[config.mk]
export PLATFORM = sky130hd
export DESIGN_NAME = axi4mm_wr_arbiter
export DESIGN_NICKNAME = d
export VERILOG_FILES = /design/src/rtl/axi4mm_pkg.sv /design/src/rtl/axi4mm_wr_arbiter_rr_priority_pick.sv /design/src/rtl/axi4mm_wr_arbiter.sv
export SDC_FILE = /design/constraint.sdc
export NUM_CORES = 1
export LEC_CHECK = 0
export ABC_AREA = 1
export CAP_MARGIN = 20
export CELL_PAD_IN_SITES_DETAIL_PLACEMENT = 2
export CELL_PAD_IN_SITES_GLOBAL_PLACEMENT = 2
export CORE_ASPECT_RATIO = 0.5
export CORE_UTILIZATION = 14
export CTS_BUF_LIST = sky130_fd_sc_hd__clkbuf_4 sky130_fd_sc_hd__clkbuf_8
export CTS_CLUSTER_SIZE = 30
export DETAILED_ROUTE_END_ITERATION = 8
export PLACE_DENSITY = 0.89
export REMOVE_ABC_BUFFERS = 1
export SLEW_MARGIN = 15
export SYNTH_ARGS = -nofsm -noshare
export SYNTH_HDL_FRONTEND = slang
export SYNTH_SLANG_ARGS = --single-unit
[constraint.sdc]
create_clock -name aclk -period 3.6 [get_ports aclk]
set_input_delay 0.72 -clock aclk [delete_from_list [all_inputs] [get_ports aclk]]
set_output_delay 0.72 -clock aclk [all_outputs]
set_load 0.02 [all_outputs]
[src/rtl/axi4mm_pkg.sv]
// Shared AXI4 memory-mapped encodings and arbiter state type, reused by the
// read-side and write-side arbiters.
package axi4mm_pkg;

   typedef enum logic [1:0] {
      FIXED = 2'b00,
      INCR  = 2'b01,
      WRAP  = 2'b10
   } axi_burst_e;

   typedef enum logic [1:0] {
      OKAY   = 2'b00,
      EXOKAY = 2'b01,
      SLVERR = 2'b10,
      DECERR = 2'b11
   } axi_resp_e;

   typedef enum logic [1:0] {
      IDLE,
      ADDR,
      DATA,
      RESP
   } arb_state_e;

endpackage

[src/rtl/axi4mm_wr_arbiter_rr_priority_pick.sv]
// Round-robin pick: first set request at or above ptr_i, wrapping, as a
// one-hot vector plus its index. Pure combinational.
module rr_priority_pick
   import axi4mm_pkg::*;
#(
   parameter int NUM_REQ = 2,
   parameter int IDX_W   = 1
) (
   input  logic [NUM_REQ-1:0] req_i,
   input  logic [IDX_W-1:0]   ptr_i,
   output logic [NUM_REQ-1:0] pick_o,
   output logic [IDX_W-1:0]   idx_o
);

   logic [IDX_W-1:0] k;
   logic             found;

   always_comb begin
      pick_o = '0;
      idx_o  = '0;
      found  = 1'b0;
      k      = '0;
      for (int unsigned i = 0; i < NUM_REQ; i++) begin
         k = IDX_W'((32'(ptr_i) + i) % NUM_REQ);
         if (!found && req_i[k]) begin
            pick_o[k] = 1'b1;
            idx_o     = k;
            found     = 1'b1;
         end
      end
   end

endmodule

[src/rtl/axi4mm_wr_arbiter.sv]
// Round-robin arbiter sharing one AXI4 write port (AW/W/B) between NUM_REQ
// requesters, one transaction at a time, with beat-count and B-ID checking.
module axi4mm_wr_arbiter
   import axi4mm_pkg::*;
#(
   parameter int NUM_REQ = 2,
   parameter int ADDR_W  = 20,
   parameter int DATA_W  = 32,
   parameter int LEN_W   = 8,
   parameter int ID_W    = 3
) (
   input  logic                         aclk,
   input  logic                         aresetn,
   input  logic [NUM_REQ-1:0]           s_awvalid,
   output logic [NUM_REQ-1:0]           s_awready,
   input  logic [NUM_REQ*ADDR_W-1:0]    s_awaddr,
   input  logic [NUM_REQ*LEN_W-1:0]     s_awlen,
   input  logic [NUM_REQ*3-1:0]         s_awsize,
   input  logic [NUM_REQ*2-1:0]         s_awburst,
   input  logic [NUM_REQ*DATA_W-1:0]    s_wdata,
   input  logic [NUM_REQ*DATA_W/8-1:0]  s_wstrb,
   input  logic [NUM_REQ-1:0]           s_wlast,
   input  logic [NUM_REQ-1:0]           s_wvalid,
   output logic [NUM_REQ-1:0]           s_wready,
   output logic [1:0]                   s_bresp,
   output logic [NUM_REQ-1:0]           s_bvalid,
   input  logic [NUM_REQ-1:0]           s_bready,
   output logic                         m_awvalid,
   input  logic                         m_awready,
   output logic [ID_W-1:0]              m_awid,
   output logic [ADDR_W-1:0]            m_awaddr,
   output logic [LEN_W-1:0]             m_awlen,
   output logic [2:0]                   m_awsize,
   output logic [1:0]                   m_awburst,
   output logic [DATA_W-1:0]            m_wdata,
   output logic [DATA_W/8-1:0]          m_wstrb,
   output logic                         m_wlast,
   output logic                         m_wvalid,
   input  logic                         m_wready,
   input  logic [ID_W-1:0]              m_bid,
   input  logic [1:0]                   m_bresp,
   input  logic                         m_bvalid,
   output logic                         m_bready,
   output logic [NUM_REQ-1:0]           grant,
   output logic                         busy,
   output logic                         prot_err
);

   localparam int IDX_W  = (NUM_REQ > 1) ? $clog2(NUM_REQ) : 1;
   localparam int STRB_W = DATA_W / 8;

   arb_state_e         state_q;
   logic [NUM_REQ-1:0] grant_q;
   logic [IDX_W-1:0]   g_q;
   logic [IDX_W-1:0]   rr_ptr_q;
   logic [LEN_W-1:0]   beat_cnt_q;
   logic [LEN_W-1:0]   len_q;
   logic               prot_err_q;

   logic [NUM_REQ-1:0] pick;
   logic [IDX_W-1:0]   pick_idx;
   logic [IDX_W-1:0]   next_ptr;
   logic               aw_hs;
   logic               w_hs;
   logic               b_hs;

   rr_priority_pick #(
      .NUM_REQ (NUM_REQ),
      .IDX_W   (IDX_W)
   ) u_pick (
      .req_i  (s_awvalid),
      .ptr_i  (rr_ptr_q),
      .pick_o (pick),
      .idx_o  (pick_idx)
   );

   // Channels are only routed in their own phase; everything else reads as 0.
   always_comb begin
      s_awready = '0;
      s_wready  = '0;
      s_bvalid  = '0;
      s_bresp   = '0;
      m_awvalid = 1'b0;
      m_awid    = '0;
      m_awaddr  = '0;
      m_awlen   = '0;
      m_awsize  = '0;
      m_awburst = '0;
      m_wdata   = '0;
      m_wstrb   = '0;
      m_wlast   = 1'b0;
      m_wvalid  = 1'b0;
      m_bready  = 1'b0;
      case (state_q)
         ADDR: begin
            m_awvalid      = s_awvalid[g_q];
            s_awready[g_q] = m_awready;
            m_awid         = ID_W'(g_q);
            m_awaddr       = s_awaddr[g_q*ADDR_W +: ADDR_W];
            m_awlen        = s_awlen[g_q*LEN_W +: LEN_W];
            m_awsize       = s_awsize[g_q*3 +: 3];
            m_awburst      = s_awburst[g_q*2 +: 2];
         end
         DATA: begin
            m_wvalid      = s_wvalid[g_q];
            s_wready[g_q] = m_wready;
            m_wdata       = s_wdata[g_q*DATA_W +: DATA_W];
            m_wstrb       = s_wstrb[g_q*STRB_W +: STRB_W];
            m_wlast       = s_wlast[g_q];
         end
         RESP: begin
            s_bvalid[g_q] = m_bvalid;
            m_bready      = s_bready[g_q];
            s_bresp       = m_bresp;
         end
         default: ;
      endcase
   end

   assign aw_hs    = m_awvalid & m_awready;
   assign w_hs     = m_wvalid & m_wready;
   assign b_hs     = m_bvalid & m_bready;
   assign next_ptr = (g_q == IDX_W'(NUM_REQ - 1)) ? '0 : g_q + 1'b1;

   always_ff @(posedge aclk or negedge aresetn) begin
      if (!aresetn) begin
         state_q    <= IDLE;
         grant_q    <= '0;
         g_q        <= '0;
         rr_ptr_q   <= '0;
         beat_cnt_q <= '0;
         len_q      <= '0;
         prot_err_q <= 1'b0;
      end else begin
         prot_err_q <= 1'b0;
         case (state_q)
            IDLE: begin
               if (|s_awvalid) begin
                  grant_q <= pick;
                  g_q     <= pick_idx;
                  state_q <= ADDR;
               end
            end
            ADDR: begin
               if (aw_hs) begin
                  len_q      <= m_awlen;
                  beat_cnt_q <= '0;
                  state_q    <= DATA;
               end
            end
            DATA: begin
               if (w_hs) begin
                  beat_cnt_q <= beat_cnt_q + 1'b1;
                  // Flags both early wlast and a missing wlast on the final beat.
                  if (m_wlast != (beat_cnt_q == len_q)) prot_err_q <= 1'b1;
                  if (m_wlast) state_q <= RESP;
               end
            end
            RESP: begin
               if (b_hs) begin
                  if (m_bid != ID_W'(g_q)) prot_err_q <= 1'b1;
                  rr_ptr_q <= next_ptr;
                  grant_q  <= '0;
                  state_q  <= IDLE;
               end
            end
            default: state_q <= IDLE;
         endcase
      end
   end

   assign grant    = grant_q;
   assign busy     = (state_q != IDLE);
   assign prot_err = prot_err_q;

endmodule

==> impl_metrics.csv, run 1 <==
group,metric,value,unit
status,status,"complete, no violations",
detailed_routing,vias,3524,
die,dieArea,17700,sq um
cells_and_area,final_area,5020,sq um
yosys,synth_area_leaders,"dfrtp_1, nand2_1, a22o_1",
detailed_routing,antenna_left,0,
pwr,p_per_area,591,nW/um^2
detailed_routing,route.met2.wl,7.62,mm
pwr,share_comb_of_total_power,80.0,%
clock_network,h-tree-depth,1,
worst_setup_path,end_kind,"output pin",
detailed_routing,wl_met1,5.68,mm
timing,fin_crit,3420,ps
timing,slew_viol_final,0,
yosys,synth_cells,368,
grt,grtUsageTotal,15.3,%
die,die_height,94.6,um
clock_network,clk_pin_slew,90,ps
worst_hold_path,hold_class,"reg -> reg",
pwr,peakVddDrop,0.204,mV
clock_network,cts_buffers,3,
timing,worst_pin_slew,761,ps
clock_network,hold_buffers,0,
yosys,synth.most_common_cell,"nand2_1",
grt,antenna_found_initial,0,
cells_and_area,fin_nets,757,
timing,fin_setup_tns,0,ps
job,drv_cap,0,
detailed_routing,wl_met3,486,um
pwr,power.switching,1.54,mW
yosys,netlist_area,2400,sq um
timing,fmax,292,MHz
cells_and_area,nFillCells,1923,
worst_setup_path,required,2880,ps
clock_network,clock_sinks,23,
yosys,synthDistinctLibCells,32,
place,port_buffers,241,
pwr,p_seq_share,14.4,%
timing,relSlewSlack,49.2,%
grt,grt_pass1_vias,3813,
die,rows,33,
die,ioPinCount,244,
yosys,yosysTopAreaCell,"dfrtp_1",
detailed_routing,routed_wl,13.9,mm
pwr,switching_share,51.8,%
pwr,power_frac_clock,5.7,%
cells_and_area,drive_above_1_share,5.88,%
clock_network,cts_setup_buffers,0,
detailed_routing,topRoutingLayerUsed,"met4",
pwr,internal_power,1.43,mW
grt,grt_max_degree,41,
clock_network,cts_buffer_depth,2,
clock_network,ctsResizeCount,0,
yosys,synth-edff-count,0,
clock_network,clock_insertion_delay_worst_skew,270,ps
yosys,ys_async_sr_fraction,100,%
detailed_routing,via_per_inst,4.29,
timing,setup_violations,0,
clock_network,cts_tree,"yes",
place,gp_congestion,0.820,
die,core_area,16600,sq um
yosys,ys_ff_latch,23,
die,initial_core_util,14.5,%
grt,grt_pass1_wl,21.5,mm
worst_setup_path,cp-start-kind,"flop",
worst_setup_path,worst-path-max-fanout,37,
yosys,synth_flop_cell,"dfrtp_1",
pwr,p_leak,2.14,nW
timing,hold_viol,0,
cells_and_area,n_antenna_cell,0,
detailed_routing,dr.pass1.iters,4,
timing,fin_worst_skew,5.11,ps
yosys,ys_seq_area_share,24.0,%
pwr,p_total,2.97,mW
detailed_routing,drtIter0Drc,101,
place,dp_hpwl,11.6,mm
yosys,ys_top_cells_by_count,"nand2_1, nand3_1, a22o_1",
timing,period_share,95.1,%
place,place_area,4980,sq um
yosys,synth_top_area_share,24.0,%
detailed_routing,wl_per_cell,16.9,um
die,fp.dieW,187,um
clock_network,cts_root_buf,"clkbuf_8",
grt,overflow,0,
detailed_routing,drc_errors,0,
yosys,yosys_warnings,0,
worst_setup_path,crit_type,"reg -> out",
timing,rsz0062_at_grt,"no",
yosys,avgSynthCellArea,6.52,sq um
timing,hold_ws,500,ps
worst_setup_path,cp.arrival,2700,ps
cells_and_area,area_growth,109,%
==> layout by cell type, fill, tap and decap left out, types with 4 or more instances in the layout <==
cell type,n
buf_4,4
o21ai_0,10
nand2_2,6
dfrtp_1,23
nand2_1,135
a31oi_1,4
inv_1,27
ha_1,5
nor2_1,9
nand3_1,48
a22o_1,36
clkdlybuf4s50_1,241
nor3_1,5
nand4_1,4
o21ai_2,7
==> worst paths after layout <==
kind | startpoint | endpoint | slack [ps] | depth (start not counted)
setup / recovery | state_q[0] | m_wdata[23] | 180 | 6
hold / removal | grant[0] | grant[0] | 500 | 2
setup reg to reg | g_q | len_q[4] | 1320 | 7
hold reg to reg | grant[0] | grant[0] | 500 | 2
max in group asynchronous | aresetn | beat_cnt_q[3] | 2540 | 2
min in group asynchronous | aresetn | len_q[4] | 810 | 2
==> flip-flops by register name, summed over array words and instances, names as in the netlist <==
| register | flops |
|---|---|
| g_q | 1 |
| rr_ptr_q | 1 |
| state_q | 2 |
| beat_cnt_q | 8 |
| prot_err | 1 |
| grant | 2 |
| len_q | 8 |
==> metal layers <==
layer | up-vias | global-route usage (%)
met5 | - | 0
met4 | 0 | 2.53
met3 | 13 | 1.93
met2 | 83 | 30.5
met1 | 1742 | 17.7
li1 | 1686 | -
==> power by group through the flow <==
stage	registers, mW	clock network [mW]	logic [mW]
4_1_cts	0.426	0.176	2.41
5_1_grt	0.437	0.187	2.56
6_report	0.427	0.168	2.37
3_5_place_dp	0.430	0	2.40
2_1_floorplan	0.416	0	1.26
3_3_place_gp	0.420	0	2.31
==> final cells by class <==
type,count,area [sq um],share of cell area (%)
Clock inverter,1,5.00,0.0996
Multi-Input combinational cell,293,1560,31.1
Sequential cell,23,576,11.5
Inverter,30,113,2.24
Timing Repair Buffer,245,2440,48.6
Tap cell,227,284,5.65
Clock buffer,3,41.3,0.822
==> through the flow <==
step / setup slack, ps / utilization, % / cells
2_1_floorplan: 851 / - / 346
3_3_place_gp: 593 / 30.1 / 818
3_5_place_dp: 478 / 30.1 / 818
4_1_cts: 168 / 30.3 / 822
5_1_grt: 23.5 / 30.3 / 822
6_report: 177 / 30.3 / 822
==> worst max-delay path, cell delays in order (launching register included) <==
cell and delay [ps]:
dfrtp_1 430, inv_1 110, ha_1 330, nand2_1 140, inv_2 510, a22o_1 270, clkdlybuf4s50_1 620
==> logic make-up after synthesis <==
family	Yosys count	share of synthesized area (%)
AOI/OAI and AO/OA	67	21.8
xor gates and xnor gates	3	1.09
adders and majority gates	5	2.61
buffers and inverters	53	11.0
DFF	23	24.0
other	1	0.156
and+or+nand+nor	216	39.3
(Power assumes the default switching activity.)
==> inputs of run 2 (changes only) <==
--- a/config.mk
+++ b/config.mk
@@ -10,11 +10,11 @@
 export CELL_PAD_IN_SITES_DETAIL_PLACEMENT = 2
 export CELL_PAD_IN_SITES_GLOBAL_PLACEMENT = 2
 export CORE_ASPECT_RATIO = 0.5
-export CORE_UTILIZATION = 14
+export CORE_UTILIZATION = 13
 export CTS_BUF_LIST = sky130_fd_sc_hd__clkbuf_4 sky130_fd_sc_hd__clkbuf_8
 export CTS_CLUSTER_SIZE = 30
 export DETAILED_ROUTE_END_ITERATION = 8
-export PLACE_DENSITY = 0.89
+export PLACE_DENSITY = 0.84
 export REMOVE_ABC_BUFFERS = 1
 export SLEW_MARGIN = 15
 export SYNTH_ARGS = -nofsm -noshare
==> constraint.sdc (replaced) <==
create_clock -name aclk -period 3.4 [get_ports aclk]
set_input_delay 0.68 -clock aclk [delete_from_list [all_inputs] [get_ports aclk]]
set_output_delay 0.68 -clock aclk [all_outputs]
set_load 0.02 [all_outputs]
==> run 2 against run 1 <==
  * Hold slack gained 3.7 ps
  * Clock power grew 7%
  * Register-to-register slack lost 210 ps
  * Critical path depth shrank 2
  * Count of clock-buffer cells in the layout is the same
  * Routed wire length shrank 2.1%
  * Clock skew grew 2.3 ps
  * Design area grew 0.30%
  * Utilization shrank 1.9 points
  * Global-route usage shrank 1.5 points
  * Critical endpoint is now m_bready
  * Largest cell class unchanged
==> impl_metrics.csv, run 2 (synthesized netlist as in run 1, its figures left out) <==
group,metric,value,unit
place,port_buffers,241,
cells_and_area,reg.largest.list,"beat_cnt_q x8, len_q x8",
worst_setup_path,r2r-start,"g_q",
die,initial_core_util,13.6,%
worst_hold_path,worstHoldStart,"grant[1]",
detailed_routing,drc_errors,0,
timing,fin_setup_tns,0,ps
die,ioPinCount,244,
timing,fin_crit,3250,ps
clock_network,clock_sinks,23,
clock_network,cts_buffers,3,
worst_setup_path,crit_chain,"inv_2 -> nand2_1 -> a21oi_2 -> clkdlybuf4s50_1",
clock_network,h-tree-depth,1,
timing,fmax,308,MHz
pwr,peakVddDrop,0.208,mV
detailed_routing,vias,3449,
grt,antenna_found_initial,0,
worst_setup_path,cp.arrival,2570,ps
worst_hold_path,hold_class,"reg -> reg",
worst_setup_path,cp-start-kind,"flop",
grt,grtUsageTotal,13.8,%
clock_network,clock_insertion_delay_worst_skew,270,ps
grt,overflow,0,
detailed_routing,antenna_left,0,
timing,setup_violations,0,
worst_setup_path,crit_end,"m_bready",
worst_setup_path,r2r_slack,1110,ps
worst_setup_path,reg2reg_to,"len_q[4]",
detailed_routing,dr.pass1.iters,4,
pwr,p_per_area,622,nW/um^2
cells_and_area,area_growth,110,%
grt,grt_pass1_wl,21.1,mm
pwr,p_total,3.14,mW
place,placedCellCount,825,
status,status,"complete, no violations",
die,rows,34,
grt,grt_max_degree,41,
clock_network,clk_pin_slew,90,ps
timing,rsz0062_at_grt,"yes",
clock_network,cts_root_buf,"clkbuf_8",
cells_and_area,drive_above_1_share,5.88,%
detailed_routing,drtIter0Drc,70,
worst_setup_path,critPathMaxStageDelay,660,ps
pwr,p_leak,2.14,nW
cells_and_area,fin_nets,757,
cells_and_area,final_core_util,28.5,%
worst_setup_path,worst-path-max-fanout,40,
detailed_routing,wl_met1,5.60,mm
worst_setup_path,critical_path.startpoint,"g_q",
cells_and_area,mostFrequentLayoutCells,"clkdlybuf4s50_1, nand2_1, nand3_1",
worst_setup_path,reg2regPathDepth,7,
timing,fin_worst_skew,7.41,ps
timing,worst_pin_slew,731,ps
clock_network,cts_setup_buffers,0,
timing,hold_viol,0,
die,dieArea,19100,sq um
cells_and_area,nFillCells,2079,
detailed_routing,topRoutingLayerUsed,"met4",
place,gp_congestion,0.779,
worst_setup_path,cpMaxStageDelayCell,"clkdlybuf4s50_1",
clock_network,cts_tree,"yes",
grt,grt_pass1_vias,3783,
job,drv_cap,0,
cells_and_area,layout_commonest_cell,"clkdlybuf4s50_1",
detailed_routing,routed_wl,13.6,mm
clock_network,cts_buffer_depth,2,
cells_and_area,stdcell_count,829,
place,dp_hpwl,11.5,mm
detailed_routing,route.met2.wl,7.57,mm
worst_setup_path,required,2720,ps
cells_and_area,n_antenna_cell,0,
timing,slew_viol_final,0,
die,fp.dieW,194,um
timing,period_share,95.5,%
die,die_height,98.1,um
timing,relSlewSlack,51.2,%
worst_setup_path,end_kind,"output pin",
detailed_routing,via_per_inst,4.16,
detailed_routing,wl_per_cell,16.4,um
worst_setup_path,crit_type,"reg -> out",
die,core_area,17700,sq um
detailed_routing,wl_met3,358,um
==> run 2: metrics by stage <==
step	hold WS (ps)	cell area [sq um]	worst slack, ps
floorplan	384	2250	691
global placement	473	4990	471
detailed placement	488	4990	391
CTS	514	5030	81.9
global route	554	5040	-16.7
finish	504	5040	154
==> run 2: worst min path at each step <==
| stage | to | slack [ps] | cells after the start |
|---|---|---|---|
| after floorplan | beat_cnt_q[0] | 380 | 0 |
| final | grant[1] | 500 | 2 |
| after CTS | grant[1] | 510 | 2 |
| after global placement | grant[1] | 470 | 2 |
| after detailed placement | grant[1] | 490 | 2 |
| after global routing | grant[1] | 550 | 2 |
==> run 2: layer usage <==
layer / global-route usage (%) / vias up
met1: 15.9 / 1697
li1: - / 1682
met2: 27.8 / 62
met5: 0 / -
met4: 1.95 / 0
met3: 1.55 / 8
==> run 2: cell type report <==
cell class              instances  area [sq um]  area share (%)
repair buffers                245          2450            48.5
inverters                      30           115            2.28
multi-input cells             293          1560            31.0
clock inverters                 1          5.00          0.0993
well taps                     234           293            5.81
clock buffers                   3          41.3           0.819
flip-flops and latches         23           576            11.4
==> run 2: critical path, delay by kind of cell, from the launching register on <==
| kind | cells | cell delay (ps) |
|---|---|---|
| AO/OA/AOI/OAI | 1 | 260 |
| AND/OR/NAND/NOR | 1 | 190 |
| buffers and inverters | 2 | 1290 |
| flip-flops | 1 | 560 |
==> run 2: timing repair <==
action	CTS	global route
endpoints found under the setup margin	0	34
gates resized for setup	0	3
hold buffers	0	0
==> run 2: power breakdown <==
part	total [mW]	internal (mW)	switching, mW
Clock	0.179	0.0820	0.0973
Sequential	0.442	0.355	0.0872
Combinational	2.51	1.08	1.43
Total	3.14	1.52	1.62
==> variant 1: new RTL, config.mk and constraints of run 2 <==
Re-encode `arb_state_e` (4 states) as one-hot, 4 bits wide.
--- a/src/rtl/axi4mm_pkg.sv
+++ b/src/rtl/axi4mm_pkg.sv
@@ -15,11 +15,11 @@
       DECERR = 2'b11
    } axi_resp_e;
 
-   typedef enum logic [1:0] {
-      IDLE,
-      ADDR,
-      DATA,
-      RESP
+   typedef enum logic [3:0] {
+      IDLE = 4'b0001,
+      ADDR = 4'b0010,
+      DATA = 4'b0100,
+      RESP = 4'b1000
    } arb_state_e;
 
 endpackage
Check against the original RTL: same outputs for any inputs over 10 cycles, from zero or initial values and one cycle with aresetn low; not proved beyond that.
==> variant 1 against run 2 <==
  * Cell area grew 6.8%
  * Sequential share of layout area grew 0.25 points
  * Non-clock buffer count grew 5
  * Setup slack gained 0.17 ns
  * Synthesized cell count grew 23%
  * Largest cell class unchanged
  * Total power shrank 20%
  * Register-to-register slack lost 0.07 ns
  * Sequential cell count grew 2
  * Count of clock-buffer cells in the layout is the same
  * Synthesized area grew 10%
  * Combinational power shrank 27%
  * Wire length grew 13%
==> variant 1: results (changes against run 2) <==
\begin{tabular}{lr}
\hline
Metric & Value \\
\hline
\multicolumn{2}{l}{\textbf{Outcome}} \\
\quad Outcome & complete, no violations \\
\multicolumn{2}{l}{\textbf{Global route}} \\
\quad Vias in the first global route & 4,246 (+12\%) \\
\quad Wire length of the first global-routing pass & 23,400 um (+11\%) \\
\quad Met1 capacity usage during global routing & 0.163 (+0.00412) \\
\quad Aggregate global-route resource usage & 0.142 (+0.00348) \\
\multicolumn{2}{l}{\textbf{Synthesis}} \\
\quad Adder-cell share of the synthesized area & 0.00473 (-0.0213) \\
\quad Seq/Total Area, Yosys & 0.237 (-0.00272) \\
\quad Synth Area per Inst & 5.84 um2 (-11\%) \\
\quad Proportion of synthesized area in mux cells & 0.0303 (+0.0303) \\
\quad Parity-gate share of the synthesized area counting xor and xnor cells & 0.0298 (+0.0189) \\
\quad Compound-cell area share of the yosys netlist & 0.183 (-0.0352) \\
\quad Post-synthesis cell type count & 28 (-13\%) \\
\multicolumn{2}{l}{\textbf{Route}} \\
\quad Average wire length per cell after detail routing & 16.3 um (-0.60\%) \\
\quad Violation count after the first detailed-routing iteration & 87 (+24\%) \\
\quad Met2 Routed Length & 8930 um (+18\%) \\
\multicolumn{2}{l}{\textbf{Placed design}} \\
\quad Area of placed instances & 5330 um2 (+6.9\%) \\
\quad Estimated wirelength of the detail-placed design & 12,700 um (+11\%) \\
\quad Gp weighted congestion & 0.789 (+1.3\%) \\
\multicolumn{2}{l}{\textbf{Power and ir drop}} \\
\quad Share of power burned in the clock network & 0.075 (+0.018) \\
\quad Int Pwr & 0.00122 W (-20\%) \\
\quad Flop pwr share & 0.195 (+0.054) \\
\multicolumn{2}{l}{\textbf{Cells and area}} \\
\quad Final std cells w/o fill & 945 (+14\%) \\
\quad Number of nets in the finished design & 837 (+11\%) \\
\quad Largest registers in the final layout & beat\_cnt\_q x8, len\_q x8, state\_q x4 \\
\multicolumn{2}{l}{\textbf{Worst setup path}} \\
\quad Critical path data arrival time & 2.39 ns (-0.18 ns) \\
\quad Crit path max fanout & 31 (-23\%) \\
\hline
\end{tabular}
## variant 1: changes by cell type after synthesis, sizes merged, moves of 3 or more
cell	change
nand2	+63
nand3	-34
clkbuf	+5
nand4	-3
a31oi	-4
mux2i	+8
inv	+3
xor2	+5
or2	-3
a21oi	+59
nor2	+23
ha	-4
a22o	-36
## variant 1: final timing paths
path / cells after the start / end / startpoint / slack, ns
min: 2 / grant[1] / grant[1] / 0.50
min in group asynchronous: 1 / len_q[6] / aresetn / 0.59
max: 5 / m_awaddr[7] / state_q[2] / 0.33
min reg2reg: 2 / grant[1] / grant[1] / 0.50
max reg2reg: 9 / beat_cnt_q[6] / state_q[2] / 1.04
max in group asynchronous: 2 / state_q[0] / aresetn / 2.23
## variant 1: worst max-delay path: stages (launching register included)
cell	delay (ns)
sky130_fd_sc_hd__dfrtp_1	0.43
sky130_fd_sc_hd__nor2_1	0.18
sky130_fd_sc_hd__nand3_2	0.33
sky130_fd_sc_hd__buf_12	0.30
sky130_fd_sc_hd__a21oi_1	0.19
sky130_fd_sc_hd__clkdlybuf4s50_1	0.66
## variant 1: layout make-up
cell class / count / area, um2 / share of cell area
inverter: 33 / 124 / 0.0230
sequential: 25 / 628 / 0.117
clock buffer: 3 / 41.3 / 0.00767
multi-input combinational: 367 / 1730 / 0.321
timing repair buffer: 250 / 2520 / 0.468
tap: 266 / 333 / 0.0619
clock inverter: 1 / 7.51 / 0.00140
## variant 1: cells by family after synthesis
family	count (synthesis)
AO/OA/AOI/OAI	85
multiplexers	8
other	1
buffers and inverters	62
AND/OR/NAND/NOR	262
flip-flops	25
XOR/XNOR	9
adder cells (fa/ha/maj)	1
==> variant 2: new RTL, flow settings as in run 2 <==
Without the edit above. `ADDR_W`: 20 -> 40.
--- a/src/rtl/axi4mm_wr_arbiter.sv
+++ b/src/rtl/axi4mm_wr_arbiter.sv
@@ -4,7 +4,7 @@
    import axi4mm_pkg::*;
 #(
    parameter int NUM_REQ = 2,
-   parameter int ADDR_W  = 20,
+   parameter int ADDR_W  = 40,
    parameter int DATA_W  = 32,
    parameter int LEN_W   = 8,
    parameter int ID_W    = 3
Ports: changed (resized m_awaddr and s_awaddr); port bits go from 244 to 304. No check against the original RTL was run, so the function may have changed too.
==> variant 2 against run 2 <==
  * Synthesized area is 12% higher
  * Sequential power is 3% lower
  * Wire length up 25%
  * Sequential share of layout area decreased by 1.9 points
  * Cell area rose by 19%
  * Total power rose by 19%
  * Via count increased by 22%
  * Synthesized cell count grew 18%
  * Sequential cell count stayed put
  * Setup slack improved by 0.098 ns
  * Register-to-register slack improved by 0.39 ns
  * Critical path type unchanged
  * Largest cell class unchanged
==> variant 2: results (changes against run 2) <==
\begin{tabular}{lr}
\hline
Metric & Value \\
\hline
\multicolumn{2}{l}{\textbf{Synthesis}} \\
\quad Area contributors post-synth & sky130\_fd\_sc\_hd\_\_nand2\_1 25\%, sky130\_fd\_sc\_hd\_\_dfrtp\_1 21\%, sky130\_fd\_sc\_hd\_\_nand3\_1 12\%, sky130\_fd\_sc\_hd\_\_a22o\_1 12\%, sky130\_fd\_sc\_hd\_\_inv\_1 3.8\% \\
\quad Parity-gate share of the synthesized area counting xor and xnor cells & 0.0131 (+0.00212) \\
\quad Compound-cell area share of the yosys netlist & 0.193 (-0.0252) \\
\quad Seq/Total Area, Yosys & 0.215 (-0.0252) \\
\quad Most used standard cells in the synthesized netlist & 179 x sky130\_fd\_sc\_hd\_\_nand2\_1, 65 x sky130\_fd\_sc\_hd\_\_nand3\_1, 36 x sky130\_fd\_sc\_hd\_\_a22o\_1 \\
\quad Adder-cell share of the synthesized area & 0.0233 (-0.00273) \\
\quad Synth Area per Inst & 6.15 um2 (-5.7\%) \\
\multicolumn{2}{l}{\textbf{Placed design}} \\
\quad Placed cell count & 984 (+19\%) \\
\quad Buffers added on ports & 301 (+25\%) \\
\quad Minimum setup slack after placement & 0.458 ns (+0.0671 ns) \\
\quad Estimated wirelength of the detail-placed design & 14,300 um (+25\%) \\
\multicolumn{2}{l}{\textbf{STA}} \\
\quad Worst hold margin & 0.533 ns (+0.0292 ns) \\
\quad Tcrit/Tclk final & 0.926 (-0.0289) \\
\quad Setup skew after layout & 0.0117 ns (+0.00427 ns) \\
\multicolumn{2}{l}{\textbf{Power and ir drop}} \\
\quad Max rail drop VDD & 0.210 mV (+0.87\%) \\
\multicolumn{2}{l}{\textbf{Worst setup path}} \\
\quad Startpoint of the most critical register-to-register path & state\_q[0] \\
\quad FF-to-FF End & prot\_err \\
\quad Reg2Reg Depth & 9 (+2) \\
\quad Reg2Reg Setup Slack & 1.50 ns (+0.39 ns) \\
\quad Critical path data arrival time & 2.47 ns (-0.10 ns) \\
\quad Highest cell delay on the worst timing path & 0.64 ns (-0.02 ns) \\
\multicolumn{2}{l}{\textbf{Global route}} \\
\quad Aggregate global-route resource usage & 0.156 (+0.0171) \\
\quad Vias in the first global route & 4,594 (+21\%) \\
\quad Maximum number of pins on one net before global-route repair & 38 (-7.3\%) \\
\quad Antenna violations before repair & 1 (+1) \\
\quad Wire length of the first global-routing pass & 26,200 um (+25\%) \\
\multicolumn{2}{l}{\textbf{Outcome}} \\
\quad Outcome & complete, no violations \\
\multicolumn{2}{l}{\textbf{Route}} \\
\quad Total vias in the final route & 4,222 (+22\%) \\
\quad Average wire length per cell after detail routing & 17.2 um (+4.8\%) \\
\quad Violation count after the first detailed-routing iteration & 155 (+120\%) \\
\multicolumn{2}{l}{\textbf{Clocking}} \\
\quad Clock tree buffer depth & 2 (unchanged) \\
\multicolumn{2}{l}{\textbf{Cells and area}} \\
\quad Fraction of final layout cells with drive strength greater than 1 & 0.0596 (+0.000733) \\
\quad Number of nets in the finished design & 924 (+22\%) \\
\quad Number of fill cells & 2,361 (+14\%) \\
\hline
\end{tabular}
## variant 2: cell count changes after synthesis, sizes merged, moves of 2 or more
| cell | run 2 | this run |
|---|---|---|
| nand4 | 4 | 2 |
| xor2 | 0 | 2 |
| nand2 | 142 | 186 |
| nand3 | 48 | 65 |
| clkbuf | 1 | 5 |
| buf | 22 | 25 |
| nand3b | 0 | 2 |
## variant 2: how the worst max path moves through the flow
stage                    start          end  cells after the start
floorplan           state_q[1]   m_awlen[2]                      6
detailed placement  state_q[0]  m_wdata[23]                      7
global placement    state_q[0]  m_wdata[21]                      7
finish              state_q[1]   m_awlen[0]                      8
CTS                 state_q[0]  m_wdata[23]                      7
global route        state_q[1]   m_awlen[0]                      8
## variant 2: final cells by class
cell class	instances	area, um2	area share
clock inverter	1	5.00	0.000832
inverter	31	116	0.0193
timing repair buffer	311	3130	0.519
clock buffer	3	41.3	0.00686
sequential	23	576	0.0957
tap	266	333	0.0553
antenna	1	2.50	0.000416
multi-input combinational	353	1820	0.302
## variant 2: report_power, final
group | internal [W] | switching, W
Combinational | 0.00136 | 0.00177
Sequential | 0.000352 | 0.0000784
Clock | 0.0000821 | 0.0000999
Total | 0.00180 | 0.00195
## variant 2: layer usage
layer | up-vias | track usage | wire length [um]
li1 | 2010 | - | -
met5 | - | 0 | 0
met4 | 0 | 0.0392 | 299
met1 | 2085 | 0.174 | 6680
met2 | 105 | 0.306 | 9400
met3 | 22 | 0.0186 | 665
## variant 2: kinds of logic (layout without fill, tap and decap cells)
family / after synthesis / in the layout
xor gates and xnor gates: 4 / 4
adders and majority gates: 5 / 5
other: 1 / 3
buffers and inverters: 61 / 346
and+or+nand+nor: 276 / 276
DFF: 23 / 23
AOI/OAI and AO/OA: 66 / 66
